### config.mk
export PLATFORM = sky130hd
export DESIGN_NAME = irq_controller
export DESIGN_NICKNAME = d
export VERILOG_FILES = /design/src/rtl/irq_controller.sv
export SDC_FILE = /design/constraint.sdc
export NUM_CORES = 1
export LEC_CHECK = 0
export ABC_AREA = 1
export ABC_CLOCK_PERIOD_IN_PS = 930
export CAP_MARGIN = 15
export CORE_MARGIN = 2
export CORE_UTILIZATION = 35
export CTS_CLUSTER_DIAMETER = 120
export DETAILED_ROUTE_END_ITERATION = 16
export PLACE_DENSITY_LB_ADDON = 0.15
export SLEW_MARGIN = 15
export SYNTH_ARGS = -nofsm -noshare
export SYNTH_HDL_FRONTEND = slang
export SYNTH_SLANG_ARGS = --single-unit
export TNS_END_PERCENT = 1
### constraint.sdc
create_clock -name Clock -period 0.93 [get_ports Clock]
set_input_delay 0.1395 -clock Clock [delete_from_list [all_inputs] [get_ports Clock]]
set_output_delay 0.1395 -clock Clock [all_outputs]
set_load 0.005 [all_outputs]
### src/rtl/irq_controller.sv
// Interrupt controller: synchronizes and edge-detects external lines, latches pending
// events and presents the highest-priority enabled one over a req/ack/done handshake.
module irq_controller #(
    parameter int NUM_IRQ = 4,
    parameter int ID_W    = 3
) (
    input  logic               Reset,
    input  logic               Clock,
    input  logic [NUM_IRQ-1:0] IrqIn,
    input  logic [NUM_IRQ-1:0] IrqMask,
    input  logic               IrqAck,
    input  logic               IrqDone,
    output logic               IrqReq,
    output logic [ID_W-1:0]    IrqId,
    output logic [NUM_IRQ-1:0] Pending
);

    typedef enum logic [1:0] {
        IDLE,
        REQ,
        SERVICE
    } state_e;

    state_e             state_q, state_d;
    logic [NUM_IRQ-1:0] sync1_q, sync1_d;
    logic [NUM_IRQ-1:0] sync2_q, sync2_d;
    logic [NUM_IRQ-1:0] prev_q, prev_d;
    logic [NUM_IRQ-1:0] pending_q, pending_d;
    logic               req_q, req_d;
    logic [ID_W-1:0]    id_q, id_d;

    logic [NUM_IRQ-1:0] edge_det;
    logic [NUM_IRQ-1:0] eligible;
    logic [NUM_IRQ-1:0] ack_clr;
    logic [ID_W-1:0]    winner;

    // NOTE: every signal gets a default at the top of the block so no path leaves it
    // unassigned, which would otherwise infer a latch.
    always_comb begin
        sync1_d  = IrqIn;
        sync2_d  = sync1_q;
        prev_d   = sync2_q;
        edge_det = sync2_q & ~prev_q;
        eligible = pending_q & IrqMask;

        // Descending scan so the lowest set index is the last one written.
        winner = '0;
        for (int i = NUM_IRQ - 1; i >= 0; i--) begin
            if (eligible[i]) winner = ID_W'(i);
        end

        ack_clr = '0;
        for (int i = 0; i < NUM_IRQ; i++) begin
            ack_clr[i] = (state_q == REQ) && IrqAck && (id_q == ID_W'(i));
        end

        state_d = state_q;
        req_d   = req_q;
        id_d    = id_q;
        unique case (state_q)
            IDLE: begin
                if (eligible != '0) begin
                    id_d    = winner;
                    req_d   = 1'b1;
                    state_d = REQ;
                end
            end
            REQ: begin
                // Request is frozen until Ack; mask changes and new higher-priority
                // events are deliberately ignored here.
                if (IrqAck) begin
                    req_d   = 1'b0;
                    state_d = SERVICE;
                end
            end
            SERVICE: begin
                if (IrqDone) state_d = IDLE;
            end
            default: begin
                req_d   = 1'b0;
                state_d = IDLE;
            end
        endcase

        // A fresh edge in the Ack cycle must survive, so the set term is applied last.
        pending_d = (pending_q & ~ack_clr) | edge_det;
    end

    // NOTE: sequential state uses non-blocking assignments so every flop samples
    // the pre-edge values regardless of statement order.
    always_ff @(posedge Clock or negedge Reset) begin
        if (!Reset) begin
            state_q   <= IDLE;
            sync1_q   <= '0;
            sync2_q   <= '0;
            prev_q    <= '0;
            pending_q <= '0;
            req_q     <= 1'b0;
            id_q      <= '0;
        end else begin
            state_q   <= state_d;
            sync1_q   <= sync1_d;
            sync2_q   <= sync2_d;
            prev_q    <= prev_d;
            pending_q <= pending_d;
            req_q     <= req_d;
            id_q      <= id_d;
        end
    end

    assign IrqReq  = req_q;
    assign IrqId   = id_q;
    assign Pending = pending_q;

endmodule

### Yosys cells after proc, flatten, opt, wreduce, memory -nomap -nowiden

Index checks and enable logic that the tools add are counted.

* bits in registers: 22
* logic and storage cells: 44
* output and inout port bits: 8

* multiplexer cells: 11
* bitwise operators: 7
* equality and inequality tests: 8
* reductions and logical operators: 11

Operator list (count)
* 4-bit bitwise AND: 3
* 2-bit 2-to-1 mux: 5
* 4-bit NOT: 2
* 3-bit by 2-bit equality test with 1-bit output (second input constant): 2
* 3-bit 2-to-1 mux: 2
* 2-bit != test (second input constant): 3
* 2-bit one-hot mux with 3 select lines: 1
* 3-bit AND reduction: 2
* 1-bit logical AND: 5
* 4-bit OR: 1
* 4-bit nonzero test: 1
* 3-bit by 1-bit equality test with 1-bit output (second input constant): 1
* 3-bit logical NOT: 1
* 1-bit one-hot mux with 3 select lines: 1
* 2-bit by 1-bit equality test with 1-bit output (second input constant): 1
* 2-bit equality test (second input constant): 1
* 2-bit logical NOT: 1
* 1-bit 2-to-1 mux: 2
* 2-bit AND reduction: 1
* 1-bit NOT: 1

### Depth between registers and ports, before layout

Gate-level depths: netlist of the first run.

* depth after elaboration: 6
* depth in mapped cells: 6
* mapped depth without buffers: 6

### Least setup slack after synthesis of the first run

No wires, ideal clock.

* kind: register to register
* start point: register pending_q[0], in the netlist Pending[0]
* end point: register req_q, in the netlist IrqReq
* stages on the path, launching flop included: 7
* buffers on the path: 0
* slack: 0.053 ns
* period minus slack after synthesis: 0.877 ns
* setup time: 0.118 ns
* arrival time: 0.759 ns
* cell sequence: dfrtp_1 > nand2_1 > nand2_1 > nand2_1 > nand2_1 > inv_1 > o21ai_2

* cells in the longest elaborated chain, start to end: 4

RTL lines
* start: declaration: RTL line 28 `logic [NUM_IRQ-1:0] pending_q, pending_d;`
* start signal: assignment: RTL line 105 `pending_q <= pending_d;`
* 4-bit bitwise AND: RTL line 44 `eligible = pending_q & IrqMask;`
* 4-bit nonzero test: RTL line 62 `if (eligible != '0) begin`
* 2-bit != test (no line)
* 3-bit AND reduction (no line)
* end signal: assignment: RTL line 106 `req_q <= req_d;`
* end: declaration: RTL line 29 `logic req_q, req_d;`

No other way between the ends.
A chain may end at the register's enable or synchronous reset.

### Worst setup path in the final report of the first run

* start point: register pending_q[3], in the netlist Pending[3]
* end point: register id_q[0], in the netlist IrqId[0]

* cells in the longest elaborated chain, start to end: 5
* elaborated cells on any way between the ends: 7

RTL lines
* 4-bit bitwise AND *: RTL line 44
* 2-bit 2-to-1 mux (2 in a row): RTL line 49 `if (eligible[i]) winner = ID_W'(i);`
* 3-bit 2-to-1 mux (2 in a row): RTL line 49
* end signal: assignment: RTL line 107 `id_q <= id_d;`
* end: declaration: RTL line 30 `logic [ID_W-1:0] id_q, id_d;`

Every way passes the cells marked *; elsewhere a longest branch is shown, timed or not.

==> qor.yml, run 1 <==
run_status:
  status: "finished, violations left"
  violations: "setup timing"
global_routing:
  antenna_found_initial: 0
  grt-busiest-layer: "met2"
  met1_usage_pct: 15.86
  use_met2_pct: 21.27
  grt_max_degree: 22
  grt_pass1_vias: 560
  grt_pass1_wl_mm: 2.442
  grt.overflow.total: 0
  grt_usage_pct: 12.84
  met3_usage_pct: 5.952
clocking:
  clock_path_buffers: 2
  path_clk_slew_ns: 0.12
  clock_sinks: 21
  cts-root-buf: "clkbuf_4"
  tritoncts: "yes"
  clk_latency_ns: 0.30
  cts_max_level: 1
  cts_buffers: 3
timing:
  fin_ws_ns: -0.1009
  post-route-period-util_pct: 110.9
  max_freq_mhz: 970.0
  min_period_ns: 1.031
  rsz0062_at_grt: "yes"
  hold-worst-slack_ns: 0.1618
  finalClockSkew_ns: 0.01556
  hold_viol_final: 0
  slew_viol_final: 0
  timing.setup.tns_ns: -0.7662
  setup_violations: 16
placed_design:
  dp_hpwl_um: 878.5
  numPlacedInstances: 122
  port-buffer-count: 18
  dpl_worst_slack_ns: -0.1762
  place_congestion: 0.7448
logic_synthesis:
  synth-seq-cells: 21
  yosys_warnings: 0
  synthMostInstantiatedCell: "dfrtp_1"
  synth_edf_count: 0
  netlist_area_um2: 750.7
  synth-seq-area-share_pct: 70.00
  synthTopCellsByArea: "dfrtp_1, nand2_1, inv_1"
  synth_top_flop_cell: "dfrtp_1"
  synth_top_area_cell: "dfrtp_1"
  yosys.area.top_type_share_pct: 70.00
  avgSynthCellArea_um2: 10.57
  synthesis.nets: 83
  netlist_top_cells_count: "dfrtp_1, nand2_1, inv_1"
  synth_cell_types: 14
  async_reset_ff_share_pct: 100.0
  syn_inst: 71
critical_path:
  crit_arrival_ns: 1.24
  path_class: "flip-flop to flip-flop"
  cpMaxStageDelayCell: "dfrtp_1"
  cp-start-kind: "flip-flop"
  endpoint_kind: "flip-flop"
  max_stage_delay_ns: 0.39
  cp_num_buf_inv: 2
  cp_max_fo: 2
  critPathTopFamily: "flip-flops"
  cp_cell_sequence: "buf_4 -> buf_4 -> nand3_1 -> nand2_1 -> nand3_2 -> nand2_1"
  worstPathRequired_ns: 1.14
drt:
  drt_iter0_drc: 8
  drc: 0
  dr.pass1.iters: 3
  drt-total-wl_mm: 1.416
  wire_per_inst_um: 10.57
  vias: 587
  drtAntennaViolNets: 0
  via_per_inst: 4.381
pwr:
  power_density_nw_per_um2: 2709
  vdd_drop_max_mv: 1.372
  cellLeakagePower_nw: 0.5597
floorplan:
  die_h_um: 50.32
  ios: 20
  die-area_um2: 2532
  num_rows: 16
  fp.dieW_um: 50.32
  fp.coreArea_um2: 2002
  start_util_pct: 37.50
layout:
  finalNonFillerCells: 134
  n_antenna_cell: 0
  layout-drive-gt1-share_pct: 44.86
  nNetsFinal: 120
  final_util_pct: 56.94
  areaGrowthSynthToFinish_pct: 51.83
run:
  drv_cap: 0
worst_hold_path:
  hold_path.class: "input port to asynchronous set/reset pin"
-- sequential cells by signal, indices dropped and copies added, names as in the netlist --
register and cells:
IrqId 2, IrqReq 1, Pending 4, prev_d 4
prev_q 4, state_q 2, sync1_q 4
-- power breakdown --
group	switching [mW]	internal, mW
logic	0.693	0.723
registers	0.134	1.11
clock network	0.264	0.160
total	1.09	2.00
-- logic make-up after synthesis --
group                  count (synthesis)  share of synthesized area [%]
AND/OR/NAND/NOR                       25                          14.33
flip-flops                            21                          70.00
buffers and inverters                 13                          7.000
AO/OA/AOI/OAI                         11                          8.167
other                                  1                         0.4995
-- through the flow --
stage	cell area [µm²]	total power, mW
after floorplan	750.7	1.759
after global placement	1022	2.309
after detailed placement	1022	2.324
after CTS	1111	2.981
after global routing	1140	3.332
final	1140	3.088
-- final timing paths --
check / cells after the start / slack (ns) / startpoint / end
max: 6 / -0.10 / Pending[3] / IrqId[0]
min: 2 / 0.16 / Reset / IrqId[1]
max reg2reg: 6 / -0.10 / Pending[3] / IrqId[0]
min reg2reg: 0 / 0.36 / sync1_q[3] / prev_d[3]
max in group asynchronous: 2 / 0.62 / Reset / sync1_q[1]
min in group Clock: 1 / 0.28 / IrqIn[0] / sync1_q[0]
-- routing by layer --
layer / wire [µm] / vias to the layer above
li1: - / 288
met1: 632 / 284
met2: 698 / 15
met3: 85 / 0
met4: 0 / 0
met5: 0 / -
-- final cells by class --
cell class	count	area (µm²)
sequential	21	526.8
multi-input combinational	37	229.0
clock inverter	1	5.005
inverter	12	45.04
clock buffer	3	22.52
tap	27	33.78
timing repair buffer	33	277.8
fill	182	862.1
-- timing repair --
action                                 4_1_cts  5_1_grt
resized for setup                           44        6
pin swaps                                    4        4
setup endpoints to repair                   15       16
setup buffers                                9        1
endpoints found under the hold margin        0        0
hold buffers                                 0        0
-- cells in the final DEF, fill, tap and decap left out, types with 4 or more instances in the layout --
cell | synthesis | routed
buf_2 | 0 | 7
buf_4 | 1 | 12
clkdlybuf4s50_1 | 0 | 11
dfrtp_1 | 21 | 20
inv_1 | 11 | 8
inv_2 | 1 | 4
nand2_1 | 19 | 10
nand2_2 | 1 | 7
o21ai_1 | 8 | 5
o21ai_2 | 1 | 4
No activity file was read; power rests on OpenSTA's default activity.
==> inputs of run 2 (changes only) <==
--- a/config.mk
+++ b/config.mk
@@ -8,8 +8,9 @@
 export ABC_AREA = 1
 export ABC_CLOCK_PERIOD_IN_PS = 930
 export CAP_MARGIN = 15
+export CORE_ASPECT_RATIO = 1.2
 export CORE_MARGIN = 2
-export CORE_UTILIZATION = 35
+export CORE_UTILIZATION = 31
 export CTS_CLUSTER_DIAMETER = 120
 export DETAILED_ROUTE_END_ITERATION = 16
 export PLACE_DENSITY_LB_ADDON = 0.15
==> qor.yml, run 2 (synthesis results as in run 1) <==
run_status:
  status: "finished, violations left"
  violations: "setup timing"
layout:
  nFillCells: 237  # +30%
  final_common_cell: "dfrtp_1"
  nNetsFinal: 117  # -2.5%
  finalNonFillerCells: 135  # +0.75%
  layout-drive-gt1-share_pct: 40.38  # -4.5 points
  final_util_pct: 48.35  # -8.6 points
  regArea_um2: 525.5  # -0.24%
  n_antenna_cell: 0  # unchanged
  multiInputGateArea_um2: 224.0  # -2.2%
  areaGrowthSynthToFinish_pct: 48.50
  design_area_um2: 1115  # -2.2%
  mostFrequentLayoutCells: "dfrtp_1, clkdlybuf4s50_1, nand2_1"
global_routing:
  antenna_found_initial: 0  # unchanged
  grt_usage_pct: 12.36  # -0.48 points
  grt_max_degree: 22  # unchanged
  grt_pass1_vias: 616  # +10%
  grt.overflow.total: 0  # unchanged
  grt_pass1_wl_mm: 2.608  # +6.8%
floorplan:
  die-area_um2: 2833  # +12%
  start_util_pct: 32.56  # -4.9 points
  fp.dieW_um: 48.92  # -2.8%
  ios: 20  # unchanged
  num_rows: 19  # +3
  fp.coreArea_um2: 2306  # +15%
  die_h_um: 57.91  # +15%
drt:
  drtAntennaViolNets: 0  # unchanged
  drc: 0  # unchanged
  vias: 576  # -1.9%
  drt_iter0_drc: 8  # unchanged
  via_per_inst: 4.267  # -2.6%
  wire_per_inst_um: 11.10  # +5.1%
  dr.pass1.iters: 3  # unchanged
  drt-total-wl_mm: 1.499  # +5.9%
pwr:
  p_total_mw: 2.966  # -4.0%
  vdd_drop_max_mv: 1.714  # +25%
  cellLeakagePower_nw: 0.5430  # -3.0%
  power_density_nw_per_um2: 2660  # -1.8%
timing:
  setup_violations: 15  # -1
  min_period_ns: 1.029  # -0.001502 ns
  max_freq_mhz: 971.4  # +0.15%
  finalClockSkew_ns: 0.005957  # -0.009602 ns
  hold_viol_final: 0  # unchanged
  timing.setup.tns_ns: -0.7251  # +0.04104 ns
  slew_viol_final: 0  # unchanged
  rsz0062_at_grt: "yes"
  fin_ws_ns: -0.09943  # +0.001502 ns
  hold-worst-slack_ns: 0.1739  # +0.01211 ns
  post-route-period-util_pct: 110.7  # -0.16 points
critical_path:
  max_stage_delay_ns: 0.39  # about the same
  endpoint_kind: "flip-flop"
  cp_max_fo: 3  # +1
  worstPathRequired_ns: 1.12  # -0.02 ns
  critPathTopFamily: "flip-flops"
  cp_num_buf_inv: 1  # -1
  crit_top_cell: "nand2_2"
  crit_arrival_ns: 1.22  # -0.02 ns
  cp_cell_sequence: "buf_4 -> nand2_2 -> nand2_2 -> nand2_2 -> nand2_2 -> nand3_2 -> nand2_1"
  cpMaxStageDelayCell: "dfrtp_1"
  cp-start-kind: "flip-flop"
  path_class: "flip-flop to flip-flop"
placed_design:
  numPlacedInstances: 126  # +3.3%
  place_congestion: 0.7721  # +3.7%
  dpl_worst_slack_ns: -0.2244  # -0.04817 ns
  dp_hpwl_mm: 1.037  # +18%
  port-buffer-count: 18  # unchanged
  dpl_cell_area_um2: 1027  # +0.49%
clocking:
  clk_latency_ns: 0.29  # about the same
  clock_sinks: 21  # unchanged
  tritoncts: "yes"
  cts_hold_buf: 0  # unchanged
  cts_max_level: 1  # unchanged
  cts_buffers: 3  # unchanged
  cts-root-buf: "clkbuf_4"
  clock_path_buffers: 2  # unchanged
  path_clk_slew_ns: 0.11  # about the same
run:
  drv_cap: 0  # unchanged
worst_hold_path:
  hold_path.class: "input port to asynchronous set/reset pin"
## run 2: changes by cell type in the layout (fill, tap and decap cells not counted), sizes merged
cell / change
clkbuf: +1
clkinv: -1
buf: -3
## run 2: timing repair
| item | 4_1_cts | 5_1_grt |
|---|---|---|
| pin swaps | 5 | 0 |
| resized for setup | 44 | 4 |
| buffers inserted | 6 | 0 |
| endpoints found under the hold margin | 0 | 0 |
| endpoints found under the setup margin | 15 | 15 |
## run 2: per-layer routing
| metal | up-vias | global-route usage, % | routed length (µm) |
|---|---|---|---|
| met5 | - | 0 | 0 |
| met1 | 280 | 13.39 | 593 |
| met3 | 2 | 2.320 | 60 |
| met4 | 0 | 6.122 | 17 |
| met2 | 11 | 23.09 | 827 |
| li1 | 283 | - | - |
## run 2: cell type report
cell class                 instances  area share (%)
tap                               31           3.479
inverter                          12           4.040
multi-input combinational         37           20.09
sequential                        21           47.14
timing repair buffer              30           22.90
clock buffer                       4           2.357
## run 2: final timing paths
path,start,end,slack [ns],depth (start not counted)
max in group asynchronous,Reset,sync1_q[2],0.62,2
setup / recovery,Pending[1],IrqId[0],-0.1,7
setup reg to reg,Pending[1],IrqId[0],-0.1,7
min in group Clock,IrqIn[1],sync1_q[1],0.27,1
hold / removal,Reset,state_q[0],0.17,2
hold reg to reg,sync1_q[2],prev_d[2],0.36,0
## run 2: report_power, final
part | internal, mW | switching (mW) | total [mW]
Clock | 0.167 | 0.257 | 0.424
Sequential | 1.11 | 0.131 | 1.24
Combinational | 0.642 | 0.660 | 1.30
